File: src/rtl/bcd2binary_seq_pkg.sv
// ----------------------------------------------------------------------------
// bcd_pkg
// Shared definitions for the BCD conversion blocks (keypad-side
// BCD-to-binary and display-side binary-to-BCD).
//   state_e      : FSM state encoding (IDLE, CONV, DONE)
//   BCD_W        : bits per BCD digit
//   BCD_MAX      : largest legal BCD digit value
//   CORR_THRESH  : digit value at or above which the reverse double-dabble
//                  correction applies (the display-side converter uses 5)
//   CORR_VAL     : amount subtracted by the correction
//   min_bin_w()  : minimum binary width able to hold 10^digits - 1
// ----------------------------------------------------------------------------
package bcd_pkg;

    typedef enum logic [1:0] {
        IDLE = 2'd0,
        CONV = 2'd1,
        DONE = 2'd2
    } state_e;

    localparam int BCD_W       = 4;
    localparam int BCD_MAX     = 9;
    localparam int CORR_THRESH = 8;
    localparam int CORR_VAL    = 3;

    // Smallest w with 2^w >= 10^digits.
    function automatic int min_bin_w(input int digits);
        longint p;
        int     w;
        p = 1;
        w = 0;
        for (int i = 0; i < digits; i++) begin
            p = p * 10;
        end
        for (int k = 0; k < 63; k++) begin
            if ((64'd1 << k) >= p) begin
                w = k;
                break;
            end
        end
        return w;
    endfunction

endpackage

File: src/rtl/bcd2binary_seq_if.sv
// ----------------------------------------------------------------------------
// bcd2binary_seq_if
// Request/result bundle of the BCD-to-binary converter.
//   start   : request a conversion (driven by master)
//   bcd_in  : packed BCD digits, digit 0 = ones in [3:0] (driven by master)
//   busy    : conversion in progress (driven by slave)
//   done    : one-cycle pulse when binary/err are updated (driven by slave)
//   binary  : converted value, held (driven by slave)
//   err     : last request held a digit > 9, held (driven by slave)
// ----------------------------------------------------------------------------
interface bcd2binary_seq_if #(
    parameter int DIGITS = 3,
    parameter int BIN_W  = 10
);
    logic                start;
    logic [4*DIGITS-1:0] bcd_in;
    logic                busy;
    logic                done;
    logic [BIN_W-1:0]    binary;
    logic                err;

    modport master (
        output start, bcd_in,
        input  busy, done, binary, err
    );

    modport slave (
        input  start, bcd_in,
        output busy, done, binary, err
    );
endinterface

File: src/rtl/bcd2binary_seq_digit_corr.sv
// ----------------------------------------------------------------------------
// bcd_digit_corr
// Combinational per-digit correction for reverse double-dabble: after the
// right shift, any digit that reached 8 or more carried a half-ten from the
// digit above and is pulled back by 3.
//   digit_i : shifted 4-bit digit field
//   digit_o : corrected digit field
// ----------------------------------------------------------------------------
module bcd_digit_corr
    import bcd_pkg::*;
(
    input  logic [BCD_W-1:0] digit_i,
    output logic [BCD_W-1:0] digit_o
);

    assign digit_o = (digit_i >= BCD_W'(CORR_THRESH)) ? (digit_i - BCD_W'(CORR_VAL))
                                                       : digit_i;

endmodule

File: src/rtl/bcd2binary_seq.sv
// ----------------------------------------------------------------------------
// bcd2binary_seq
// Multi-cycle BCD-to-binary converter (reverse double-dabble, one bit per
// clock). Non-BCD digits are rejected in a single cycle with err=1.
//   clk   : system clock, rising edge
//   rst_n : asynchronous active-low reset
//   bus   : slave side of bcd2binary_seq_if (start/bcd_in in,
//           busy/done/binary/err out)
// ----------------------------------------------------------------------------
module bcd2binary_seq
    import bcd_pkg::*;
#(
    parameter int DIGITS = 3,
    parameter int BIN_W  = 10
) (
    input  logic               clk,
    input  logic               rst_n,
    bcd2binary_seq_if.slave    bus
);

    localparam int BCD_BITS = BCD_W * DIGITS;
    localparam int SR_W     = BCD_BITS + BIN_W;
    localparam int CNT_W    = $clog2(BIN_W + 1);

    state_e           state_q, state_d;
    logic [SR_W-1:0]  sr_q, sr_d;
    logic [CNT_W-1:0] cnt_q, cnt_d;
    logic [BIN_W-1:0] bin_q, bin_d;
    logic             err_q, err_d;

    logic [SR_W-1:0]  sr_shift;
    logic [SR_W-1:0]  sr_corr;
    logic             bcd_bad;

    // Shift first, then correct the BCD fields of the shifted value; the
    // binary bits below them pass straight through.
    assign sr_shift              = sr_q >> 1;
    assign sr_corr[BIN_W-1:0]    = sr_shift[BIN_W-1:0];

    for (genvar g = 0; g < DIGITS; g++) begin : g_corr
        bcd_digit_corr u_corr (
            .digit_i (sr_shift[BIN_W + g*BCD_W +: BCD_W]),
            .digit_o (sr_corr [BIN_W + g*BCD_W +: BCD_W])
        );
    end

    always_comb begin
        bcd_bad = 1'b0;
        for (int i = 0; i < DIGITS; i++) begin
            if (bus.bcd_in[i*BCD_W +: BCD_W] > BCD_W'(BCD_MAX)) begin
                bcd_bad = 1'b1;
            end
        end
    end

    always_comb begin
        state_d = state_q;
        sr_d    = sr_q;
        cnt_d   = cnt_q;
        bin_d   = bin_q;
        err_d   = err_q;
        case (state_q)
            IDLE: begin
                if (bus.start) begin
                    if (bcd_bad) begin
                        state_d = DONE;
                        err_d   = 1'b1;
                        bin_d   = '0;
                    end else begin
                        sr_d    = {bus.bcd_in, {BIN_W{1'b0}}};
                        cnt_d   = '0;
                        state_d = CONV;
                    end
                end
            end
            CONV: begin
                sr_d  = sr_corr;
                cnt_d = cnt_q + CNT_W'(1);
                // Last of BIN_W shifts: result is complete in the low bits.
                if (cnt_q == CNT_W'(BIN_W - 1)) begin
                    state_d = DONE;
                    bin_d   = sr_corr[BIN_W-1:0];
                    err_d   = 1'b0;
                end
            end
            DONE:    state_d = IDLE;
            default: state_d = IDLE;
        endcase
    end

    always_ff @(posedge clk or negedge rst_n) begin
        if (!rst_n) begin
            state_q <= IDLE;
            sr_q    <= '0;
            cnt_q   <= '0;
            bin_q   <= '0;
            err_q   <= 1'b0;
        end else begin
            state_q <= state_d;
            sr_q    <= sr_d;
            cnt_q   <= cnt_d;
            bin_q   <= bin_d;
            err_q   <= err_d;
        end
    end

    assign bus.busy   = (state_q == CONV);
    assign bus.done   = (state_q == DONE);
    assign bus.binary = bin_q;
    assign bus.err    = err_q;

endmodule
File: src/flat_wrapper.sv
// flat-port wrapper written by rule: the top's interface ports become plain ports
module bcd2binary_seq_flat import bcd_pkg::*;
#(
    parameter int DIGITS = 3,
    parameter int BIN_W  = 10
)
  (clk, rst_n, bus_start, bus_bcd_in, bus_busy, bus_done, bus_binary, bus_err);
  bcd2binary_seq_if #(.DIGITS(DIGITS), .BIN_W(BIN_W)) bus_i ();
  input  logic clk;
  input  logic rst_n;
  input wire logic [$bits(bus_i.start)-1:0] bus_start;
  input wire logic [$bits(bus_i.bcd_in)-1:0] bus_bcd_in;
  output wire logic [$bits(bus_i.busy)-1:0] bus_busy;
  output wire logic [$bits(bus_i.done)-1:0] bus_done;
  output wire logic [$bits(bus_i.binary)-1:0] bus_binary;
  output wire logic [$bits(bus_i.err)-1:0] bus_err;
  assign bus_i.start = bus_start;
  assign bus_i.bcd_in = bus_bcd_in;
  assign bus_busy = bus_i.busy;
  assign bus_done = bus_i.done;
  assign bus_binary = bus_i.binary;
  assign bus_err = bus_i.err;
  bcd2binary_seq #(.DIGITS(DIGITS), .BIN_W(BIN_W)) u_core (.clk(clk), .rst_n(rst_n), .bus(bus_i));
endmodule
File: config.mk
export PLATFORM = sky130hd
export DESIGN_NAME = bcd2binary_seq_flat
export DESIGN_NICKNAME = d
export VERILOG_FILES = /design/src/rtl/bcd2binary_seq_pkg.sv /design/src/rtl/bcd2binary_seq_if.sv /design/src/rtl/bcd2binary_seq_digit_corr.sv /design/src/rtl/bcd2binary_seq.sv /design/src/flat_wrapper.sv
export SDC_FILE = /design/constraint.sdc
export NUM_CORES = 1
export LEC_CHECK = 0
export ABC_AREA = 1
export CORE_MARGIN = 1.5
export CORE_UTILIZATION = 56
export CTS_BUF_LIST = sky130_fd_sc_hd__clkbuf_4
export DETAILED_ROUTE_END_ITERATION = 12
export GPL_ROUTABILITY_DRIVEN = 0
export GPL_TIMING_DRIVEN = 0
export PLACE_DENSITY = 0.85
export REMOVE_ABC_BUFFERS = 1
export SYNTH_ARGS = -nofsm -noshare
export SYNTH_HDL_FRONTEND = slang
export SYNTH_SLANG_ARGS = --single-unit
File: constraint.sdc
create_clock -name clk -period 2.09 [get_ports clk]
set_clock_uncertainty 0.2 [all_clocks]
set_input_delay 0.3135 -clock clk [delete_from_list [all_inputs] [get_ports clk]]
set_output_delay 0.3135 -clock clk [all_outputs]
set_load 0.01 [all_outputs]
==> impl_metrics.yaml <==
die:
  coreArea_sq_um: 3337
  start_util_pct: 58.01
  fp.dieArea_sq_um: 3818
  fp.dieH_microns: 61.79
  fp-row-count: 21
  die_x_microns: 61.79
  num_io_pins: 28
route:
  antenna_left: 0
  wl_met3_microns: 130
  via_per_inst: 5.187
  drt_iter0_drc: 89
  wl_met1_microns: 1800
  wl_per_cell_microns: 12.20
  drc: 0
  maxUsedRoutingLayer: "met4"
  via_count: 1722
  wl_met2_microns: 2066
  drt_wl_total_microns: 4050
  first_pass_iters: 4
synth:
  synth_area_per_cell_sq_um: 7.620
  synth-simple-area-share_pct: 35.29
  synth_top_family_by_area: "simple AND/OR/NAND/NOR gates"
  syn_inst: 254
  synthXorXnorAreaFrac_pct: 0
  synth_sequential_area_ratio_pct: 49.13
  synthDistinctLibCells: 21
  yosysWarnings: 0
  syn_area_sq_um: 1936
  synth-compound-area-share_pct: 4.331
  synth_seq_cells: 38
  synth_fa_ha_area_share_pct: 3.878
  synth.area.mux_share_pct: 0
cells_and_area:
  n_antenna_cell: 0
  final_cell_mix: "nand2_1, dfrtp_1, nand3_1, clkdlybuf4s50_1, inv_1"
  layout-drive-gt1-share_pct: 8.741
  area_delta_synth_final_pct: 22.04
  layout.nets: 307
  final_cell_area_sq_um: 2362
  final_common_cell: "nand2_1"
  fill_cells: 272
critical_path:
  crit_type: "reg2reg"
  r2r_cells: 5
  cp_max_fo: 25
  r2r-start: "u_core.state_q[1]$_DFFE_PN0P_"
  worstSetupStartpointType: "register"
  regToRegSetupSlack_ns: 0.15
  r2r-end: "u_core.sr_q[9]$_DFFE_PN0P_"
  arrival_ns: 1.97
  cp-end-kind: "register"
  required_ns: 2.12
sta:
  tns_ns: 0
  rsz0062_at_grt: "false"
  max_slew.worst_pin.slew_ns: 0.8464
  final.min_clock_period_ns: 1.940
  hold_viol: 0
  slew_headroom_pct: 43.57
  setup_violations: 0
  holdWs_ns: 0.2827
  min_period_over_period_pct: 92.80
  fmax_mhz: 515.6
  slew_violations: 0
run_status:
  status: "complete, no violations"
grt:
  gr-usage-all-layers_pct: 23.68
  first_global_vias: 1537
  grt_max_degree: 39
  antenna_found_initial: 0
  overflow: 0
  grt_pass1_wl_microns: 6437
place:
  hpwl_microns: 2568
  portBuffers: 27
  postPlaceCellArea_sq_um: 2202
clocking:
  clkLatencyLatePin_ns: 0.34
  cts_max_level: 2
  cts_root_buf: "clkbuf_4"
  cts.sinks: 38
  clk_pin_slew_ns: 0.10
  cts_buffer_depth: 2
  tritoncts: "done"
  cts_buffers: 5
worst_hold_path:
  worstHoldPathType: "reg2reg"
  min_from: "u_core.sr_q[21]$_DFFE_PN0P_"
  whs_path_depth: 2
  hold_end: "u_core.sr_q[21]$_DFFE_PN0P_"
power_and_ir_drop:
  ir_worst_vdd_uv: 804.0
  power_density_nw_per_um2: 1274
  p_leak_nw: 1.360
run:
  maxCapViolations: 0
through the flow:
| stage | total power [mW] | cells | util (%) | setup slack [ns] |
|---|---|---|---|---|
| floorplan | 2.013 | 244 | - | 0.1795 |
| global placement | 2.369 | 317 | 66.14 | -0.6316 |
| detailed placement | 2.411 | 317 | 65.99 | -0.6573 |
| CTS | 2.969 | 329 | 69.70 | 0.02375 |
| global route | 3.272 | 332 | 70.79 | 0.02266 |
| finish | 3.010 | 332 | 70.79 | 0.1504 |
registers in the layout, summed over array words and instances (netlist names):
signal / flops
u_core.sr_q: 21
u_core.bus.binary: 10
u_core.bus.err: 1
u_core.state_q: 2
u_core.cnt_q: 4
per-layer routing:
metal / track usage, % / up-vias
li1: - / 859
met1: 27.33 / 828
met3: 6.625 / 5
met4: 10.03 / 0
met5: 0 / -
met2: 41.20 / 30
logic make-up after synthesis:
| kind of cell | after synthesis |
|---|---|
| compound gates | 14 |
| fa+ha+maj | 6 |
| buf+inv | 33 |
| flops | 38 |
| simple gates | 163 |
where the power goes:
part           switching [mW]  internal [mW]  total (mW)  leakage (nW)
combinational           0.794          0.486        1.28         0.819
clock                   0.229          0.242       0.471        0.0387
sequential              0.249           1.01        1.26         0.502
how the worst max path moves through the flow:
stage / startpoint / endpoint / cells past startpoint
6_report: u_core.state_q[1]$_DFFE_PN0P_ / u_core.sr_q[9]$_DFFE_PN0P_ / 5
5_1_grt: u_core.state_q[0]$_DFFE_PN0P_ / u_core.bus.binary[9]$_DFFE_PN0P_ / 9
4_1_cts: u_core.state_q[1]$_DFFE_PN0P_ / bus_done / 3
3_5_place_dp: bus_start / u_core.sr_q[11]$_DFFE_PN0P_ / 6
3_3_place_gp: bus_start / u_core.sr_q[17]$_DFFE_PN0P_ / 6
2_1_floorplan: u_core.cnt_q[1]$_DFFE_PN0P_ / u_core.bus.binary[0]$_DFFE_PN0P_ / 9
Yosys cell counts:
master	number	area, sq um
nand2_1	119	446.7
dfrtp_1	38	950.9
nand3_1	30	150.1
inv_1	22	82.58
buf_2	6	30.03
ha_1	6	75.07
o21ai_0	6	30.03
nor2_1	4	15.01
a21oi_1	3	15.01
buf_4	3	22.52
nand3b_1	3	22.52
nand4_1	2	12.51
o211ai_1	2	15.01
o21bai_1	2	15.01
or2_2	2	12.51
a31o_2	1	8.760
clkbuf_1	1	3.750
inv_2	1	3.750
nand2_2	1	6.260
nor2_4	1	11.26
or2_1	1	6.260
worst max-delay path: stages, from the launching register on:
cell	delay, ns
dfrtp_2	0.49
buf_4	0.16
a21oi_2	0.49
nand2_4	0.30
nand2_1	0.13
nand2_1	0.06
area by class of cell:
class / instances / area [sq um] / area share [%]
flip-flops and latches: 38 / 952.2 / 40.31
clock inverters: 2 / 33.78 / 1.430
clock buffers: 5 / 37.54 / 1.589
repair buffers: 34 / 325.3 / 13.77
multi-input cells: 184 / 869.6 / 36.81
well taps: 46 / 57.56 / 2.436
inverters: 23 / 86.33 / 3.655
repair_timing:
item / CTS / global route
gates cloned: 1 / 0
endpoints found under the hold margin: 38 / 0
hold buffers: 1 / 0
pin swaps: 1 / 0
setup buffers: 3 / 3
setup endpoints to repair: 38 / 39
gates resized for setup: 4 / 5
Power figures use the tool's default switching activity.
